<file path="src/rtl/mem_port_arbiter_pkg.sv">
`default_nettype none
// ============================================================================
//  Module   : mem_arb_pkg
//  Purpose  : Shared types for the instruction/data memory port arbiter.
//  Revision : 1.0  initial release
// ============================================================================
package mem_arb_pkg;

    // Arbiter FSM states
    typedef enum logic [1:0] {
        ARB_IDLE   = 2'd0,
        ARB_BUSY_I = 2'd1,
        ARB_BUSY_D = 2'd2
    } arb_state_t;

    // Which side owns the memory transaction being granted
    typedef enum logic {
        OWN_I = 1'b0,
        OWN_D = 1'b1
    } owner_t;

endpackage
`default_nettype wire

</file>
<file path="src/rtl/mem_port_arbiter_streak_counter.sv">
`default_nettype none
// ============================================================================
//  Module   : arb_streak_counter
//  Purpose  : Saturating count of consecutive data grants taken while a
//             fetch was waiting; clear has priority over increment.
//  Revision : 1.0  initial release
// ============================================================================
module arb_streak_counter #(
    parameter int MAX_COUNT = 4
) (
    input  logic clk_i,
    input  logic rst_i,
    input  logic inc_i,
    input  logic clr_i,
    output logic sat_o
);

    localparam int                c_cnt_w = $clog2(MAX_COUNT + 1);
    localparam logic [c_cnt_w-1:0] c_max  = c_cnt_w'(MAX_COUNT);
    localparam logic [c_cnt_w-1:0] c_one  = c_cnt_w'(1);

    logic [c_cnt_w-1:0] r_count;

    // Count up to the limit and hold there until cleared
    always_ff @(posedge clk_i or posedge rst_i) begin
        if (rst_i) begin
            r_count <= '0;
        end else if (clr_i) begin
            r_count <= '0;
        end else if (inc_i && (r_count != c_max)) begin
            r_count <= r_count + c_one;
        end
    end

    assign sat_o = (r_count == c_max);

endmodule
`default_nettype wire

</file>
<file path="src/rtl/mem_port_arbiter.sv">
`default_nettype none
// ============================================================================
//  Module   : mem_port_arbiter
//  Purpose  : Shares one memory port between instruction fetch and data
//             accesses. Data has priority, but a waiting fetch is granted
//             after MAX_D_STREAK consecutive data grants. A flushed fetch
//             still completes on the memory side but is silently dropped.
//  Revision : 1.0  initial release
// ============================================================================
module mem_port_arbiter
    import mem_arb_pkg::*;
#(
    parameter int ADDR_W       = 32,
    parameter int DATA_W       = 32,
    parameter int MAX_D_STREAK = 4
) (
    input  logic                clk_i,
    input  logic                rst_i,
    input  logic                flush_i,
    input  logic                i_valid_i,
    input  logic [ADDR_W-1:0]   i_addr_i,
    output logic                i_ready_o,
    output logic [DATA_W-1:0]   i_rdata_o,
    input  logic                d_valid_i,
    input  logic                d_we_i,
    input  logic [ADDR_W-1:0]   d_addr_i,
    input  logic [DATA_W-1:0]   d_wdata_i,
    input  logic [DATA_W/8-1:0] d_be_i,
    output logic                d_ready_o,
    output logic [DATA_W-1:0]   d_rdata_o,
    output logic                mem_req_o,
    output logic                mem_we_o,
    output logic [ADDR_W-1:0]   mem_addr_o,
    output logic [DATA_W-1:0]   mem_wdata_o,
    output logic [DATA_W/8-1:0] mem_be_o,
    input  logic                mem_ack_i,
    input  logic [DATA_W-1:0]   mem_rdata_i,
    output logic                busy_o
);

    arb_state_t          r_state;
    arb_state_t          w_state_nxt;
    owner_t              w_grant_owner;
    logic                w_grant;
    logic                w_i_elig;
    logic                w_d_elig;
    logic                w_streak_sat;
    logic                w_streak_inc;
    logic                w_streak_clr;

    logic                r_mem_req;
    logic                r_mem_we;
    logic [ADDR_W-1:0]   r_mem_addr;
    logic [DATA_W-1:0]   r_mem_wdata;
    logic [DATA_W/8-1:0] r_mem_be;
    logic                r_i_ready;
    logic                r_d_ready;
    logic [DATA_W-1:0]   r_i_rdata;
    logic [DATA_W-1:0]   r_d_rdata;
    logic                r_drop;

    // A requester is not eligible in its own ready cycle; flush masks fetch
    assign w_i_elig = i_valid_i && !flush_i && !r_i_ready;
    assign w_d_elig = d_valid_i && !r_d_ready;

    // Streak only grows while a fetch is actually being held off
    assign w_streak_inc = w_grant && (w_grant_owner == OWN_D) && i_valid_i;
    assign w_streak_clr = w_grant && ((w_grant_owner == OWN_I) || !i_valid_i);

    arb_streak_counter #(
        .MAX_COUNT (MAX_D_STREAK)
    ) u_streak (
        .clk_i (clk_i),
        .rst_i (rst_i),
        .inc_i (w_streak_inc),
        .clr_i (w_streak_clr),
        .sat_o (w_streak_sat)
    );

    // Arbitration in IDLE and next-state selection
    always_comb begin
        w_state_nxt   = r_state;
        w_grant       = 1'b0;
        w_grant_owner = OWN_D;
        case (r_state)
            ARB_IDLE: begin
                if (w_i_elig || w_d_elig) begin
                    w_grant = 1'b1;
                    if (w_d_elig && !(w_i_elig && w_streak_sat)) begin
                        w_grant_owner = OWN_D;
                        w_state_nxt   = ARB_BUSY_D;
                    end else begin
                        w_grant_owner = OWN_I;
                        w_state_nxt   = ARB_BUSY_I;
                    end
                end
            end
            ARB_BUSY_I, ARB_BUSY_D: begin
                if (mem_ack_i) begin
                    w_state_nxt = ARB_IDLE;
                end
            end
            default: w_state_nxt = ARB_IDLE;
        endcase
    end

    // FSM state register
    always_ff @(posedge clk_i or posedge rst_i) begin
        if (rst_i) begin
            r_state <= ARB_IDLE;
        end else begin
            r_state <= w_state_nxt;
        end
    end

    // Latch the granted payload and hold the request until acknowledged
    always_ff @(posedge clk_i or posedge rst_i) begin
        if (rst_i) begin
            r_mem_req   <= 1'b0;
            r_mem_we    <= 1'b0;
            r_mem_addr  <= '0;
            r_mem_wdata <= '0;
            r_mem_be    <= '0;
        end else if (w_grant) begin
            r_mem_req <= 1'b1;
            if (w_grant_owner == OWN_D) begin
                r_mem_we    <= d_we_i;
                r_mem_addr  <= d_addr_i;
                r_mem_wdata <= d_wdata_i;
                r_mem_be    <= d_be_i;
            end else begin
                r_mem_we    <= 1'b0;
                r_mem_addr  <= i_addr_i;
                r_mem_wdata <= '0;
                r_mem_be    <= '1;
            end
        end else if ((r_state != ARB_IDLE) && mem_ack_i) begin
            r_mem_req <= 1'b0;
        end
    end

    // Completion: capture read data, pulse ready, track dropped fetches
    always_ff @(posedge clk_i or posedge rst_i) begin
        if (rst_i) begin
            r_i_ready <= 1'b0;
            r_d_ready <= 1'b0;
            r_i_rdata <= '0;
            r_d_rdata <= '0;
            r_drop    <= 1'b0;
        end else begin
            r_i_ready <= 1'b0;
            r_d_ready <= 1'b0;
            if ((r_state == ARB_BUSY_D) && mem_ack_i) begin
                r_d_rdata <= mem_rdata_i;
                r_d_ready <= 1'b1;
            end
            if (r_state == ARB_BUSY_I) begin
                if (mem_ack_i) begin
                    // A flush on the ack cycle itself also discards the word
                    if (!(r_drop || flush_i)) begin
                        r_i_rdata <= mem_rdata_i;
                        r_i_ready <= 1'b1;
                    end
                    r_drop <= 1'b0;
                end else if (flush_i) begin
                    r_drop <= 1'b1;
                end
            end
        end
    end

    assign i_ready_o   = r_i_ready;
    assign i_rdata_o   = r_i_rdata;
    assign d_ready_o   = r_d_ready;
    assign d_rdata_o   = r_d_rdata;
    assign mem_req_o   = r_mem_req;
    assign mem_we_o    = r_mem_we;
    assign mem_addr_o  = r_mem_addr;
    assign mem_wdata_o = r_mem_wdata;
    assign mem_be_o    = r_mem_be;
    assign busy_o      = (r_state != ARB_IDLE);

endmodule
`default_nettype wire

</file>
<file path="config.mk">
export PLATFORM = sky130hd
export DESIGN_NAME = mem_port_arbiter
export DESIGN_NICKNAME = d
export VERILOG_FILES = /design/src/rtl/mem_port_arbiter_pkg.sv /design/src/rtl/mem_port_arbiter_streak_counter.sv /design/src/rtl/mem_port_arbiter.sv
export SDC_FILE = /design/constraint.sdc
export NUM_CORES = 1
export LEC_CHECK = 0
export BUFFER_PORTS_ARGS = -buffer_cell sky130_fd_sc_hd__buf_2
export CAP_MARGIN = 30
export CORE_ASPECT_RATIO = 0.9
export CORE_MARGIN = 5
export CORE_UTILIZATION = 49
export CTS_CLUSTER_SIZE = 14
export DETAILED_ROUTE_END_ITERATION = 8
export GPL_TIMING_DRIVEN = 0
export PLACE_DENSITY_LB_ADDON = 0.08
export SETUP_SLACK_MARGIN = 0.4
export SKIP_LAST_GASP = 1
export SYNTH_ARGS = -nofsm -noshare
export SYNTH_HDL_FRONTEND = slang
export SYNTH_SLANG_ARGS = --single-unit
</file>
<file path="constraint.sdc">
create_clock -name clk_i -period 9.2 [get_ports clk_i]
set_clock_uncertainty 0.2 [all_clocks]
set_input_delay 0 -clock clk_i [delete_from_list [all_inputs] [get_ports clk_i]]
set_output_delay 0 -clock clk_i [all_outputs]
set_load 0.05 [all_outputs]
</file>
Word-level counts from Yosys, hierarchy flattened
Cells that the tools add are included.
Cells by class
  add/sub/neg operators: 1
  equal/unequal tests: 6
  bitwise logic cells: 2
  reductions and logical operators: 28
  mux-type cells: 23
Operators with widths (count)
  two-way mux 32 bit: 2
  two-way mux 1 bit: 14
  logical AND 1 bit: 11
  nonzero test 2 bit: 4
  two-way mux 2 bit: 3
  two-way mux 3 bit: 2
  logical NOT 1 bit: 5
  two-way mux 4 bit: 1
  inequality test 2 bit (second input constant): 2
  case mux 2 bit (2 select lines): 1
  AND reduction 2 bit: 2
  adder 3 x 1 -> 3 bit (second input constant): 1
  equality test 3 bit (second input constant): 1
  logical OR 1 bit: 3
  inequality test 3 bit (second input constant): 1
  AND reduction 3 bit: 1
  equality test 2 x 1 -> 1 bit (second input constant): 1
  equality test 2 bit (second input constant): 1
  logical NOT 2 bit: 1
  inverter 1 bit: 2
  OR reduction 2 bit: 1
Storage, ports and cells
  register bits after elaboration: 142
  output and inout bits: 137

Longest topological paths before layout
  depth in word-level cells: 14
  depth in mapped cells: 7

Cells and area by module
A second synthesis with hierarchy kept.
Unflattened totals
  cell total of the unflattened synthesis: 384
  area total of the unflattened synthesis: 5665.4 µm²
By module, submodules not included
  mem_port_arbiter: instances 1, cells an instance 365, area each 5464.0 µm², seq. area each 3478.3 µm²
  arb_streak_counter: instances 1, cells an instance 19, area each 201.4 µm², seq. area each 75.1 µm²

Least setup slack after synthesis
OpenSTA, ideal clock, no wires.
  path kind: reg-to-reg
  from: reg r_state[0]
  to: reg u_streak.r_count[2]
  period minus slack after synthesis: 1.938 ns
  path slack: 7.262 ns
  path buffers: 0
  cell stages (with the launch flop): 6
  arrival: 1.669 ns
  library setup time: 0.069 ns
  path through: dfrtp_1 > inv_1 > ha_1 > inv_1 > or4b_2 > nand3_1
Between the ends
  cells in the longest elaborated chain, start to end: 6
  elaborated cells on any way between the ends: 11
  classes of those cells: mux: 3; bitwise: 1; reduce/logical: 7
Ends and longest elaborated chain
  start, declared: RTL line mem_port_arbiter.sv:41  | arb_state_t r_state;
  start signal, assigned: RTL line mem_port_arbiter.sv:112  | r_state <= w_state_nxt;
  logical NOT 2 bit *: RTL line mem_port_arbiter.sv:85  | case (r_state)
  two-way mux 1 bit: RTL line mem_port_arbiter.sv:85
  logical AND 1 bit or inverter 1 bit (tied branches): RTL line mem_port_arbiter.sv:67, mem_port_arbiter.sv:68
  logical AND 1 bit or logical OR 1 bit (tied branches): RTL line mem_port_arbiter.sv:67, mem_port_arbiter.sv:68
  logical AND 1 bit, on equally long branches: RTL line mem_port_arbiter_streak_counter.sv:30, mem_port_arbiter.sv:68
  nonzero test 2 bit (no line) or two-way mux 3 bit (tied branches)
  end signal, assigned: RTL line mem_port_arbiter_streak_counter.sv:31  | r_count <= r_count + c_one;
  end, declared: RTL line mem_port_arbiter_streak_counter.sv:22  | logic [c_cnt_w-1:0] r_count;
Every way passes the cells marked *; elsewhere a longest branch is shown, timed or not.
A chain may end at the register's enable or synchronous reset.

Worst setup path after layout
  from: reg r_state[0]
  to: reg r_mem_addr[6] (netlist: mem_addr_o[6])
Between the ends
  cells in the longest elaborated chain, start to end: 3
  elaborated cells on any way between the ends: 4
  classes of those cells: mux: 3; reduce/logical: 1
Ends and longest elaborated chain
  logical NOT 2 bit *: RTL line mem_port_arbiter.sv:85
  two-way mux 1 bit: RTL line mem_port_arbiter.sv:85
  two-way mux 32 bit: RTL line mem_port_arbiter.sv:126  | if (w_grant_owner == OWN_D) begin
  end signal, assigned: RTL line mem_port_arbiter.sv:128  | r_mem_addr <= d_addr_i;
  end signal, assigned: RTL line mem_port_arbiter.sv:133  | r_mem_addr <= i_addr_i;
  end, declared: RTL line mem_port_arbiter.sv:53  | logic [ADDR_W-1:0] r_mem_addr;
Marks and branches as above.

==> results.ini <==
[run_status]
outcome=finished, final reports clean

[synth]
synth_edf_count=0
synth_xor_area_frac=0
yosys.area.top_type=dfrtp_1
postSynth.asyncResetShare=1.00
syn_area_per_cell_um2=13.0
ys_ff_latch=142
synth_most_common_cell=dfrtp_1
netlist_top_cells_count=142 x dfrtp_1, 103 x inv_1, 65 x mux2_2, 36 x a22o_1, 32 x a222oi_1
yosys.area_share.simple=0.0208
synth_cells=441
ys_types=31
synth-compound-area-share=0.132
synth-seq-area-share=0.622
synth_fa_ha_area_frac=0.0109
yosysWarnings=0
syn_nets=585
ys.flop_type=dfrtp_1
synth.top_cells.by_area=dfrtp_1 62%, mux2_2 13%, inv_1 6.8%
synthMuxAreaShare=0.128
syn_area_um2=5710
synth_top_family_by_area=compound AO/OA/AOI/OAI gates
synth_top_area_share=0.622

[global_routing]
grt_pass1_wl_mm=30.2
antenna_found_initial=0
grt_max_degree=92
overflow=0
grt_pass1_vias=5944
grt_usage=0.281

[floorplan]
die_y_um=112
core_um2=11400
ios=276
start_util=0.500
rows=37
dieWidth_um=124
die_area_um2=13900

[detailed_routing]
route.vias.total=5424
viasPerCell=5.18
routedWlPerCell_um=18.4
ant_nets=0
firstDrtPassIters=9
drt-initial-drc-count=395
drc=0
wl_mm=19.3

[worst_hold_path]
hp-class=in2reg
hp-start=d_wdata_i[24]

[sta]
slew_headroom=0.598
fin_crit_sh=0.311
max_freq_ghz=0.350
final_hold_viol_count=0
setup_viol=0
worst_pin_slew_ns=0.603
tns_ns=0
grt_setup_unrepaired=no
whs_ns=0.132
fin_ws_ns=6.34
final-max-slew-violation-count=0
post-route-min-period_ns=2.86

[flow_run]
maxCapViolCount=0

[clocking]
clock-sinks=142
ctsLongestPathBuffers=2
path_clk_slew_ns=0.06
cts_setup_buffers=0
cts_root_buf=clkbuf_16
clock_latency_ns=0.42
cts_tree=yes
cts_buffers=17
cts_max_level=4

[place]
dpl_cell_area_um2=7320
port_buffers=275
gp_congestion=0.843
dp_slack_ns=6.95
placedCellCount=873
dp_hpwl_mm=12.1

[pwr]
power_mw=3.87
peakVddDrop_v=0.000307
cellPowerDensity_nw_per_um2=416
leakage_nw=4.96

[worst_setup_path]
worstReg2RegStart=r_state[0]$_DFFE_PP0P_
critPathKind=reg2reg
critPathLaunch=r_state[0]$_DFFE_PP0P_
cp_max_fo=10
required_ns=9.30
crit_arrival_ns=2.96
crit_path_end_kind=register
start_kind=register

[finish]
multi_input_area_um2=1670
post-route-util=0.814
finalNonFillerCells=1047
drive_above_1_share=0.440
num-fill-cells=648
antenna_cells=0
area_growth_pct=62.9
nets=1022
seq_area_um2=3550
fin_area_um2=9310

power breakdown:
part           switching (mW)  internal (mW)
logic                    1.49          0.646
clock network           0.253          0.404
registers               0.163          0.918
total                    1.91           1.97
cells by family after synthesis:
group                      after synthesis
adders and majority gates                5
AOI/OAI and AO/OA                       85
muxes                                   65
buffers and inverters                  126
and+or+nand+nor                         18
DFF                                    142
layer usage:
metal  track usage  wire [µm]  vias to the layer above
met5             0          0                        -
met4         0.142        858                        0
met3         0.102       1730                       72
met2         0.481       9840                      282
met1         0.303       6830                     2654
li1              -          -                     2416
worst max-delay path, cell delays in order, from the launching register on:
cell and delay [ns]:
dfrtp_1 0.41, inv_1 0.10, ha_1 0.24, nand4bb_1 0.22
a21oi_1 0.49, buf_2 0.35, a222oi_1 0.15, dlygate4sd3_1 0.58
state kept, by name (all words and copies together) (netlist names), 2 cells and up:
name	count
u_streak.r_count	3
mem_be_o	4
mem_wdata_o	32
mem_addr_o	32
d_rdata_o	32
i_rdata_o	32
r_state	2
cell type report:
cell class                 instances  share of cell area
buffer                            23              0.0116
clock buffer                      21              0.0484
clock inverter                    11              0.0126
inverter                         103              0.0421
multi-input combinational        173               0.179
sequential                       142               0.382
tap                              156              0.0210
timing repair buffer             418               0.304
final timing paths:
check / slack [ns] / cells past startpoint / end
setup / recovery: 6.34 / 7 / mem_addr_o[6]$_DFFE_PP0P_
hold / removal: 0.13 / 3 / mem_wdata_o[24]$_DFFE_PP0P_
setup reg to reg: 6.34 / 7 / mem_addr_o[6]$_DFFE_PP0P_
hold reg to reg: 0.30 / 1 / i_rdata_o[18]$_DFFE_PP0P_
max in group asynchronous: 7.41 / 5 / d_rdata_o[16]$_DFFE_PP0P_
min in group asynchronous: 0.58 / 4 / mem_wdata_o[11]$_DFFE_PP0P_
timing repair:
item	in CTS	in global routing
resized for setup	0	0
hold buffers	142	0
endpoints found under the hold margin	283	0
endpoints found under the setup margin	0	0
cell usage in the layout (no fill, tap or decap), drive strengths merged:
| cell | count |
|---|---|
| a21oi | 4 |
| a222oi | 32 |
| a22o | 36 |
| a31o | 1 |
| a31oi | 1 |
| buf | 296 |
| bufinv | 2 |
| clkbuf | 24 |
| clkinv | 7 |
| clkinvlp | 2 |
| dfrtp | 142 |
| dlygate4sd3 | 142 |
| ha | 5 |
| inv | 103 |
| mux2 | 65 |
| nand2 | 4 |
| nand2b | 2 |
| nand3 | 2 |
| nand3b | 2 |
| nand4bb | 1 |
| nor2 | 1 |
| nor2b | 1 |
| nor3 | 2 |
| nor3b | 2 |
| o2111ai | 1 |
| o211ai | 1 |
| o21a | 1 |
| o21ai | 3 |
| o22a | 4 |
| o2bb2ai | 1 |
| or4b | 1 |
(Power assumes the default switching activity.)
